**src/rtl/axil_reg_bridge_pkg.sv**
```systemverilog
// Shared types and constants for the AXI4-Lite to strobe register bus bridge.
package axil_reg_bridge_pkg;

    localparam logic [1:0] AXI_RESP_OKAY   = 2'b00;
    localparam logic [1:0] AXI_RESP_SLVERR = 2'b10;

    localparam int REG_AW = 16;
    localparam int REG_DW = 64;

    // One register access in flight at a time; the state shows which phase.
    typedef enum logic [2:0] {
        ST_IDLE     = 3'd0,
        ST_WR_ISSUE = 3'd1,
        ST_WR_RESP  = 3'd2,
        ST_RD_ISSUE = 3'd3,
        ST_RD_WAIT  = 3'd4,
        ST_RD_RESP  = 3'd5
    } state_t;

endpackage

```
**src/rtl/axil_reg_bridge_if.sv**
```systemverilog
// AXI4-Lite channel bundle between the PS master and the register bridge.
//
// Handshake rule for every channel: a transfer happens on the rising clk edge
// where valid and ready are both 1. A master holds valid and its payload
// stable until that edge; ready may depend on valid.
interface axil_reg_bridge_if #(
    parameter int ADDR_W = 40
);

    logic [ADDR_W-1:0] awaddr;
    logic              awvalid;
    logic              awready;
    logic [63:0]       wdata;
    logic [7:0]        wstrb;
    logic              wvalid;
    logic              wready;
    logic [1:0]        bresp;
    logic              bvalid;
    logic              bready;
    logic [ADDR_W-1:0] araddr;
    logic              arvalid;
    logic              arready;
    logic [63:0]       rdata;
    logic [1:0]        rresp;
    logic              rvalid;
    logic              rready;

    modport master (
        output awaddr, awvalid, wdata, wstrb, wvalid, bready, araddr, arvalid, rready,
        input  awready, wready, bresp, bvalid, arready, rdata, rresp, rvalid
    );

    modport slave (
        input  awaddr, awvalid, wdata, wstrb, wvalid, bready, araddr, arvalid, rready,
        output awready, wready, bresp, bvalid, arready, rdata, rresp, rvalid
    );

endinterface

```
**src/rtl/axil_reg_bridge.sv**
```systemverilog
// AXI4-Lite slave issuing single-cycle strobes on the register bus and
// returning AXI responses; reads are captured a fixed latency after the strobe.
module axil_reg_bridge
    import axil_reg_bridge_pkg::*;
#(
    parameter int AXI_ADDR_W = 40,
    parameter int RD_LATENCY = 6,
    parameter int ADDR_CHECK = 1
) (
    input  logic              clk,
    input  logic              rst,
    axil_reg_bridge_if.slave  s,
    output logic              o_reg_wen,
    output logic [REG_AW-1:0] o_reg_waddr,
    output logic [REG_DW-1:0] o_reg_wdata,
    output logic              o_reg_ren,
    output logic [REG_AW-1:0] o_reg_raddr,
    input  logic [REG_DW-1:0] i_reg_rdata,
    output state_t            dbg_state
);

    state_t            state;
    state_t            state_nxt;
    logic              aw_held;
    logic              w_held;
    logic [REG_AW-1:0] aw_addr;
    logic [REG_DW-1:0] w_data;
    logic [7:0]        w_strb;
    logic              ar_err;
    logic              last_rd;
    logic [3:0]        lat_cnt;
    logic [1:0]        bresp_q;
    logic [1:0]        rresp_q;
    logic [REG_DW-1:0] rdata_q;

    logic wr_ready;
    logic rd_ready;
    logic pick_wr;
    logic pick_rd;
    logic wr_ok;
    logic ar_misaligned;

    // Only the low register-bus bits of the AXI address are decoded.
    logic unused_addr_bits;
    assign unused_addr_bits = ^{s.awaddr[AXI_ADDR_W-1:REG_AW], s.araddr[AXI_ADDR_W-1:REG_AW]};

    // Round-robin between a fully held write and a presented read; after a
    // read (or reset) a write wins a tie.
    assign wr_ready      = aw_held && w_held;
    assign rd_ready      = s.arvalid;
    assign pick_wr       = wr_ready && (!rd_ready || last_rd);
    assign pick_rd       = rd_ready && !pick_wr;
    assign wr_ok         = (w_strb == 8'hFF) && !((ADDR_CHECK != 0) && (aw_addr[2:0] != 3'd0));
    assign ar_misaligned = (ADDR_CHECK != 0) && (s.araddr[2:0] != 3'd0);

    assign s.awready = !rst && (state == ST_IDLE) && !aw_held;
    assign s.wready  = !rst && (state == ST_IDLE) && !w_held;
    assign s.arready = !rst && (state == ST_IDLE) && pick_rd;
    assign s.bvalid  = (state == ST_WR_RESP);
    assign s.rvalid  = (state == ST_RD_RESP);
    assign s.bresp   = bresp_q;
    assign s.rresp   = rresp_q;
    assign s.rdata   = rdata_q;
    assign o_reg_wen = (state == ST_WR_ISSUE) && wr_ok;
    assign o_reg_ren = (state == ST_RD_ISSUE) && !ar_err;
    assign dbg_state = state;

    // State register.
    always_ff @(posedge clk) begin
        if (rst) state <= ST_IDLE;
        else     state <= state_nxt;
    end

    // Next-state: every access returns through IDLE, which spaces strobes apart.
    always_comb begin
        state_nxt = state;
        case (state)
            ST_IDLE: begin
                if (pick_wr)      state_nxt = ST_WR_ISSUE;
                else if (pick_rd) state_nxt = ST_RD_ISSUE;
            end
            ST_WR_ISSUE: state_nxt = ST_WR_RESP;
            ST_WR_RESP:  if (s.bready) state_nxt = ST_IDLE;
            ST_RD_ISSUE: state_nxt = ar_err ? ST_RD_RESP : ST_RD_WAIT;
            ST_RD_WAIT:  if (lat_cnt == 4'd0) state_nxt = ST_RD_RESP;
            ST_RD_RESP:  if (s.rready) state_nxt = ST_IDLE;
            default:     state_nxt = ST_IDLE;
        endcase
    end

    // Write path: independent AW/W holding, bus address/data loaded as the strobe starts.
    always_ff @(posedge clk) begin
        if (rst) begin
            aw_held     <= 1'b0;
            w_held      <= 1'b0;
            aw_addr     <= '0;
            w_data      <= '0;
            w_strb      <= '0;
            o_reg_waddr <= '0;
            o_reg_wdata <= '0;
            bresp_q     <= AXI_RESP_OKAY;
        end else begin
            if (s.awvalid && s.awready) begin
                aw_held <= 1'b1;
                aw_addr <= s.awaddr[REG_AW-1:0];
            end
            if (s.wvalid && s.wready) begin
                w_held <= 1'b1;
                w_data <= s.wdata;
                w_strb <= s.wstrb;
            end
            if (state == ST_IDLE && pick_wr && wr_ok) begin
                o_reg_waddr <= aw_addr;
                o_reg_wdata <= w_data;
            end
            if (state == ST_WR_ISSUE) bresp_q <= wr_ok ? AXI_RESP_OKAY : AXI_RESP_SLVERR;
            if (state == ST_WR_RESP && s.bready) begin
                aw_held <= 1'b0;
                w_held  <= 1'b0;
            end
        end
    end

    // Read path and arbitration history: strobe, latency countdown, data capture.
    always_ff @(posedge clk) begin
        if (rst) begin
            last_rd     <= 1'b1;
            ar_err      <= 1'b0;
            o_reg_raddr <= '0;
            lat_cnt     <= '0;
            rresp_q     <= AXI_RESP_OKAY;
            rdata_q     <= '0;
        end else begin
            if (state == ST_IDLE && pick_wr) last_rd <= 1'b0;
            if (state == ST_IDLE && pick_rd) begin
                last_rd <= 1'b1;
                ar_err  <= ar_misaligned;
                if (!ar_misaligned) o_reg_raddr <= s.araddr[REG_AW-1:0];
            end
            if (state == ST_RD_ISSUE) begin
                lat_cnt <= 4'(RD_LATENCY - 1);
                if (ar_err) begin
                    rresp_q <= AXI_RESP_SLVERR;
                    rdata_q <= '0;
                end else begin
                    rresp_q <= AXI_RESP_OKAY;
                end
            end
            if (state == ST_RD_WAIT) begin
                if (lat_cnt == 4'd0) rdata_q <= i_reg_rdata;
                else                 lat_cnt <= lat_cnt - 4'd1;
            end
        end
    end

endmodule

```
**src/flat_wrapper.sv**
```systemverilog
// flat-port wrapper written by rule: the top's interface ports become plain ports
module axil_reg_bridge_flat import axil_reg_bridge_pkg::*;
#(
    parameter int AXI_ADDR_W = 40,
    parameter int RD_LATENCY = 6,
    parameter int ADDR_CHECK = 1
)
  (clk, rst, o_reg_wen, o_reg_waddr, o_reg_wdata, o_reg_ren, o_reg_raddr, i_reg_rdata, dbg_state, s_awaddr, s_awvalid, s_wdata, s_wstrb, s_wvalid, s_bready, s_araddr, s_arvalid, s_rready, s_awready, s_wready, s_bresp, s_bvalid, s_arready, s_rdata, s_rresp, s_rvalid);
  axil_reg_bridge_if #(.ADDR_W((40))) s_i ();
  input  logic clk;
  input  logic rst;
  output logic o_reg_wen;
  output logic [REG_AW-1:0] o_reg_waddr;
  output logic [REG_DW-1:0] o_reg_wdata;
  output logic o_reg_ren;
  output logic [REG_AW-1:0] o_reg_raddr;
  input  logic [REG_DW-1:0] i_reg_rdata;
  output state_t dbg_state;
  input wire logic [$bits(s_i.awaddr)-1:0] s_awaddr;
  input wire logic [$bits(s_i.awvalid)-1:0] s_awvalid;
  input wire logic [$bits(s_i.wdata)-1:0] s_wdata;
  input wire logic [$bits(s_i.wstrb)-1:0] s_wstrb;
  input wire logic [$bits(s_i.wvalid)-1:0] s_wvalid;
  input wire logic [$bits(s_i.bready)-1:0] s_bready;
  input wire logic [$bits(s_i.araddr)-1:0] s_araddr;
  input wire logic [$bits(s_i.arvalid)-1:0] s_arvalid;
  input wire logic [$bits(s_i.rready)-1:0] s_rready;
  output wire logic [$bits(s_i.awready)-1:0] s_awready;
  output wire logic [$bits(s_i.wready)-1:0] s_wready;
  output wire logic [$bits(s_i.bresp)-1:0] s_bresp;
  output wire logic [$bits(s_i.bvalid)-1:0] s_bvalid;
  output wire logic [$bits(s_i.arready)-1:0] s_arready;
  output wire logic [$bits(s_i.rdata)-1:0] s_rdata;
  output wire logic [$bits(s_i.rresp)-1:0] s_rresp;
  output wire logic [$bits(s_i.rvalid)-1:0] s_rvalid;
  assign s_i.awaddr = s_awaddr;
  assign s_i.awvalid = s_awvalid;
  assign s_i.wdata = s_wdata;
  assign s_i.wstrb = s_wstrb;
  assign s_i.wvalid = s_wvalid;
  assign s_i.bready = s_bready;
  assign s_i.araddr = s_araddr;
  assign s_i.arvalid = s_arvalid;
  assign s_i.rready = s_rready;
  assign s_awready = s_i.awready;
  assign s_wready = s_i.wready;
  assign s_bresp = s_i.bresp;
  assign s_bvalid = s_i.bvalid;
  assign s_arready = s_i.arready;
  assign s_rdata = s_i.rdata;
  assign s_rresp = s_i.rresp;
  assign s_rvalid = s_i.rvalid;
  axil_reg_bridge #(.AXI_ADDR_W(AXI_ADDR_W), .RD_LATENCY(RD_LATENCY), .ADDR_CHECK(ADDR_CHECK)) u_core (.clk(clk), .rst(rst), .s(s_i), .o_reg_wen(o_reg_wen), .o_reg_waddr(o_reg_waddr), .o_reg_wdata(o_reg_wdata), .o_reg_ren(o_reg_ren), .o_reg_raddr(o_reg_raddr), .i_reg_rdata(i_reg_rdata), .dbg_state(dbg_state));
endmodule
```
**config.mk**
```make
export PLATFORM = sky130hd
export DESIGN_NAME = axil_reg_bridge_flat
export DESIGN_NICKNAME = d
export VERILOG_FILES = /design/src/rtl/axil_reg_bridge_pkg.sv /design/src/rtl/axil_reg_bridge_if.sv /design/src/rtl/axil_reg_bridge.sv /design/src/flat_wrapper.sv
export SDC_FILE = /design/constraint.sdc
export NUM_CORES = 1
export LEC_CHECK = 0
export ABC_CLOCK_PERIOD_IN_PS = 2300
export CORE_MARGIN = 1
export CORE_UTILIZATION = 44
export DETAILED_ROUTE_END_ITERATION = 12
export GPL_TIMING_DRIVEN = 0
export PLACE_DENSITY = 0.81
export SYNTH_ARGS = -nofsm -noshare
export SYNTH_HDL_FRONTEND = slang
export SYNTH_SLANG_ARGS = --single-unit
```
**constraint.sdc**
```tcl
create_clock -name clk -period 2.3 [get_ports clk]
set_input_delay 0.46 -clock clk [delete_from_list [all_inputs] [get_ports clk]]
set_output_delay 0.46 -clock clk [all_outputs]
set_load 0.1 [all_outputs]
```
# Word level (Yosys, flattened, before mapping)
# Cells that the tools add are included.
totals:
  register_bits: 263
classes:
  add_sub_neg: 1
  eq_ne: 10
  muxes: 16
  n_bitwise: 1
  reduce_logical: 32
ops:
  columns: ["cell", "count"]
  rows:
  - ["2-to-1 mux 64 bit", 4]
  - ["one-hot mux 3 bit (6 select lines)", 1]
  - ["logical AND 1 bit", 16]
  - ["2-to-1 mux 3 bit", 5]
  - ["2-to-1 mux 4 bit", 3]
  - ["equality test 8 bit, second input constant", 1]
  - ["logical NOT 1 bit", 7]
  - ["equality test 3 x 2 -> 1 bit, second input constant", 2]
  - ["equality test 3 bit, second input constant", 2]
  - ["nonzero test 3 bit", 2]
  - ["logical NOT 4 bit", 1]
  - ["2-to-1 mux 2 bit", 2]
  - ["!= test 2 bit, second input constant", 2]
  - ["AND reduction 4 bit", 1]
  - ["OR reduction 2 bit", 2]
  - ["subtractor 4 x 1 -> 4 bit, second input constant", 1]
  - ["equality test 3 x 1 -> 1 bit, second input constant", 1]
  - ["logical NOT 3 bit", 1]
  - ["!= test 3 x 1 -> 1 bit, second input constant", 1]
  - ["!= test 2 x 1 -> 1 bit, second input constant", 1]
  - ["AND reduction 2 bit", 1]
  - ["logical OR 1 bit", 1]
  - ["2-to-1 mux 1 bit", 1]
  - ["inverter 1 bit", 1]

# Longest topological paths before layout
logic_depth:
  ltp_word: 8
  ltp_mapped: 8
  depth_no_buf: 6

# Least setup slack after synthesis
# Ideal clock, no wire load.
synth_path:
  kind: "flip-flop to flip-flop"
  startpoint: "register u_core.state[1], in the netlist u_core.dbg_state[1]"
  endpoint: "register u_core.aw_held"
  setup_ns: 0.116
  arrival_time_ns: 4.165
  setup_slack_ns: -1.980
  stages_incl_launch_ff: 5
  n_path_buf: 1
  synth_period_minus_slack_ns: 4.280
  cell_sequence: "dfxtp_1 > buf_2 > nor3b_1 > a21oi_1 > o21a_1"
synth_between:
  word_cells_on_any_way: 7
synth_rtl:
  columns: ["element", "line_no", "rtl"]
  rows:
  - ["from (decl)", "axil_reg_bridge.sv:22", "state_t state;"]
  - ["from (signal assigned)", "axil_reg_bridge.sv:71", "else state <= state_nxt;"]
  - ["equality test 3 x 2 -> 1 bit", null, null]
  - ["via s_bvalid", "flat_wrapper.sv:31", "output wire logic [$bits(s_i.bvalid)-1:0] s_bvalid;"]
  - ["logical AND 1 bit", "axil_reg_bridge.sv:117", "if (state == ST_WR_RESP && s.bready) begin"]
  - ["OR reduction 2 bit (no line)", null, null]
  - ["to (signal assigned)", "axil_reg_bridge.sv:94", "aw_held <= 1'b0;"]
  - ["to (signal assigned)", "axil_reg_bridge.sv:104", "aw_held <= 1'b1;"]
  - ["to (signal assigned)", "axil_reg_bridge.sv:118", "aw_held <= 1'b0;"]
  - ["to (decl)", "axil_reg_bridge.sv:24", "logic aw_held;"]
# The timed path passes the listed nets, and every way through them passes these cells.
# A chain may end at the register's enable or synchronous reset.

# Final worst setup path
layout_path:
  startpoint: "register u_core.state[2], in the netlist u_core.dbg_state[2]"
  endpoint: "output s_awready"
layout_between:
  elab_chain_cells: 3
layout_lines:
  columns: ["element", "line_no", "rtl"]
  rows:
  - ["logical NOT 3 bit", "axil_reg_bridge.sv:56", "assign s.awready = !rst && (state == ST_IDLE) && !aw_held;"]
  - ["logical AND 1 bit (2 in a row)", "axil_reg_bridge.sv:56", null]
  - ["to (decl)", "flat_wrapper.sv:28", "output wire logic [$bits(s_i.awready)-1:0] s_awready;"]
# Every way passes these cells.

==> flow_summary_export.csv <==
group,metric,value,unit
status,run_status,"complete, no violations",
layout,final_nets,1679,
worst_hold_path,min_from,"u_core.aw_addr[0]",
critical_path,worstPathRequired,1.84,ns
yosys,syn_area_per_cell,9.46,um^2
floorplanning,boundaryPins,397,
clock_network,tritoncts_num_sinks,261,
worst_hold_path,min-delay-path-class,"reg -> reg",
clock_network,tritoncts,"done",
clock_network,cts_inserted_buffers,27,
critical_path,timing.critical_path.cells,"buf_12, or3_4, nor3_4, buf_12",
placement,port_buffers,346,
grt,grt_max_degree,14,
clock_network,clkSlewWorstSetupHoldPaths,0.06,ns
detailed_routing,dr.pass1.iters,5,
clock_network,max-clock-path-buffers,3,
critical_path,worstSetupStartpointType,"flop",
layout,area_growth,47.8,%
timing,max_clock_freq,436,MHz
yosys,synth_top_area_share,51.8,%
placement,global_placer_s_final_weighted_congestion,0.842,
grt,grt-ovfl-total,0,
critical_path,crit_path_max_incr_delay,0.42,ns
grt,track_usage,24.5,%
yosys,proportion_of_synthesized_flip_flops_having_asynchronous_set_or_reset,0,%
yosys,synthesis.instances,1067,
layout,sequential_cell_area,5240,um^2
yosys,synth_seq_area_share,51.8,%
timing,timing.slew.headroom,28.3,%
layout,drive_above_1_share,8.14,%
layout,final_common_cell,"dfxtp_1",
critical_path,startpoint,"u_core.dbg_state[2]",
clock_network,holdBufCountCts,0,
clock_network,clock_insertion_delay_worst_skew,0.52,ns
layout,commonest_non_fill_non_tap_cells_in_the_layout,"dfxtp_1, clkdlybuf4s50_1, nand2_1",
power_and_ir_drop,leakage,6.18,nW
floorplanning,coreArea,22600,um^2
yosys,synth_top_cells_by_area,"dfxtp_1, nand2b_1, mux2i_1, nand2_1, a22oi_1",
critical_path,sum_of_buffers_and_inverters_on_the_critical_path,2,
grt,grt_pass1_vias,8748,
placement,hpwlAfterDp,21400,um
placement,dpl_cell_area,14000,um^2
detailed_routing,dr.first_iter.drc_count,503,
layout,filler_cell_count,1890,
critical_path,crit-reg2reg-launch,"u_core.dbg_state[2]",
detailed_routing,drtAntennaViolNets,0,
floorplanning,initial_utilization,44.7,%
yosys,yosys.area.top_type,"dfxtp_1",
critical_path,path_delay_family,"simple AND/OR/NAND/NOR gates",
critical_path,crit_slowest_cell,"or3_4",
timing,worst_hold_slack,0.454,ns
timing,final_period_minus_worst_setup_slack,2.29,ns
yosys,yosys_warnings,0,
critical_path,worstPathArrival,1.83,ns
yosys,count_of_flip_flops_with_a_built_in_enable_after_synthesis,0,
detailed_routing,drt-total-wl,29700,um
power_and_ir_drop,power_density,728,nW/um^2
critical_path,timing.critical_path.mode_cell,"buf_12",
timing,report.final.hold_viol_count,0,
timing,grt_setup_unrepaired,"yes",
timing,finalMaxSlewViolations,0,
clock_network,htree_levels,1,
floorplanning,die-area,23600,um^2
timing,worst_clock_skew,0.0131,ns
detailed_routing,post-route-drc-count,0,
floorplanning,chipHeight,153,um
critical_path,critical_path.max_fanout,5,
detailed_routing,wl_per_cell,16.8,um
grt,grt_pass1_wl,46100,um
critical_path,setup.worst_path.end_class,"primary output",
yosys,netlist_area,10100,um^2
layout,multi_input_area,4320,um^2
timing,worst-slew-pin-transition,1.08,ns
floorplanning,rows,55,
floorplanning,die_wd,153,um
yosys,synth.ff_latch_count,261,
grt,initial_antenna_violation_count,4,
power_and_ir_drop,worst_ir_drop_vdd,0.535,mV
job,maxCapViolations,0,
timing,setup_viol,0,
yosys,post_synth_num_cell_types,43,
clock_network,cts.root.buffer_cell,"clkbuf_16",
layout,design_area,14900,um^2
critical_path,critPathKind,"reg -> out",
layout,final_core_util,66.1,%
detailed_routing,total_via_count_after_detailed_routing,8891,
timing,min_period_over_period,99.8,%
detailed_routing,vias_per_cell,5.05,
yosys,ys_dominant_reg_cell,"dfxtp_1",
## worst min-delay path, delay by kind of cell, from the launching register on
family           cells  cell delay [ns]
AND/OR/NAND/NOR      1             0.05
AO/OA/AOI/OAI        1             0.05
flip-flops           1             0.30
## power breakdown
group	internal (mW)	switching [mW]	total (mW)
logic	0.666	0.934	1.60
clock network	2.74	1.76	4.49
registers	4.68	0.0909	4.77
total	8.08	2.78	10.9
## cell type report
class                   instances  area share, %
plain buffers                  82           4.34
multi-input cells             719           29.0
diodes                          2         0.0335
clock inverters                 7          0.763
flip-flops and latches        261           35.1
well taps                     285           2.39
repair buffers                359           22.9
inverters                       5          0.126
clock buffers                  42           5.39
## metal layers
metal | global-route usage [%] | part of all wire [%] | vias up
met3 | 6.44 | 8.2 | 53
li1 | - | - | 4322
met5 | 0 | 0.040 | -
met1 | 28.2 | 39 | 4183
met2 | 43.9 | 50 | 331
met4 | 8.19 | 2.6 | 2
## cell usage after synthesis (2+ instances only)
library cell  instances
dfxtp_1             261
nand2_1             171
nand2b_1            155
mux2i_1              91
a21oi_1              85
nor2_1               84
a22oi_1              64
clkbuf_1             43
buf_6                22
o21ai_0              14
nor3b_1              10
buf_2                 7
nor3_1                6
inv_1                 5
buf_12                4
buf_4                 4
and3_1                3
buf_8                 3
nand3_1               3
nand3b_1              3
a211oi_1              2
and2_1                2
and3b_1               2
nand4_1               2
nor2b_1               2
o21a_1                2
## path summary, 6_finish.rpt
| check | slack [ns] | end | depth (start not counted) |
|---|---|---|---|
| setup / recovery | 0.005 | s_awready | 4 |
| hold / removal | 0.45 | u_core.aw_addr[0] | 2 |
| setup reg to reg | 0.23 | u_core.o_reg_raddr[0] | 8 |
| hold reg to reg | 0.45 | u_core.aw_addr[0] | 2 |
## kinds of logic (layout without fill, tap and decap cells)
logic type | after synthesis | after routing | share of synthesized area (%)
simple gates | 452 | 452 | 22.3
mux | 92 | 92 | 9.14
xor+xnor | 1 | 1 | 0.0868
buf+inv | 88 | 495 | 6.12
compound gates | 171 | 171 | 10.4
flops | 261 | 261 | 51.8
other cells | 1 | 4 | 0.0372
fa+ha+maj | 1 | 1 | 0.124
## per-stage QoR
stage | power [mW] | worst slack, ns | setup TNS [ns] | cells
final | 10.9 | 0.00502 | 0 | 1762
after global routing | 11.3 | -0.0434 | -0.107 | 1762
after CTS | 10.9 | -0.0790 | -0.0928 | 1749
after detailed placement | 6.41 | -1.77 | -97.47 | 1699
after global placement | 6.39 | -1.71 | -90.93 | 1699
after floorplan | 5.81 | -0.0217 | -0.0217 | 1068
## registers in the layout, indices dropped and copies added, names as in the netlist
| signal | cells |
|---|---|
| u_core.aw_addr | 16 |
| u_core.ar_err | 1 |
| u_core.last_rd | 1 |
| u_core.s.rresp | 1 |
| u_core.w_held | 1 |
| u_core.o_reg_waddr | 16 |
| u_core.w_strb | 8 |
| u_core.dbg_state | 3 |
| u_core.o_reg_raddr | 16 |
| u_core.s.bresp | 1 |
| u_core.s.rdata | 64 |
| u_core.w_data | 64 |
| u_core.lat_cnt | 4 |
| u_core.o_reg_wdata | 64 |
| u_core.aw_held | 1 |
## timing repair
item,in CTS,in global routing
pin swaps,2,2
setup buffers,1,11
gates cloned,0,1
setup endpoints to repair,237,6
resized for setup,230,8
(Power assumes the default switching activity.)
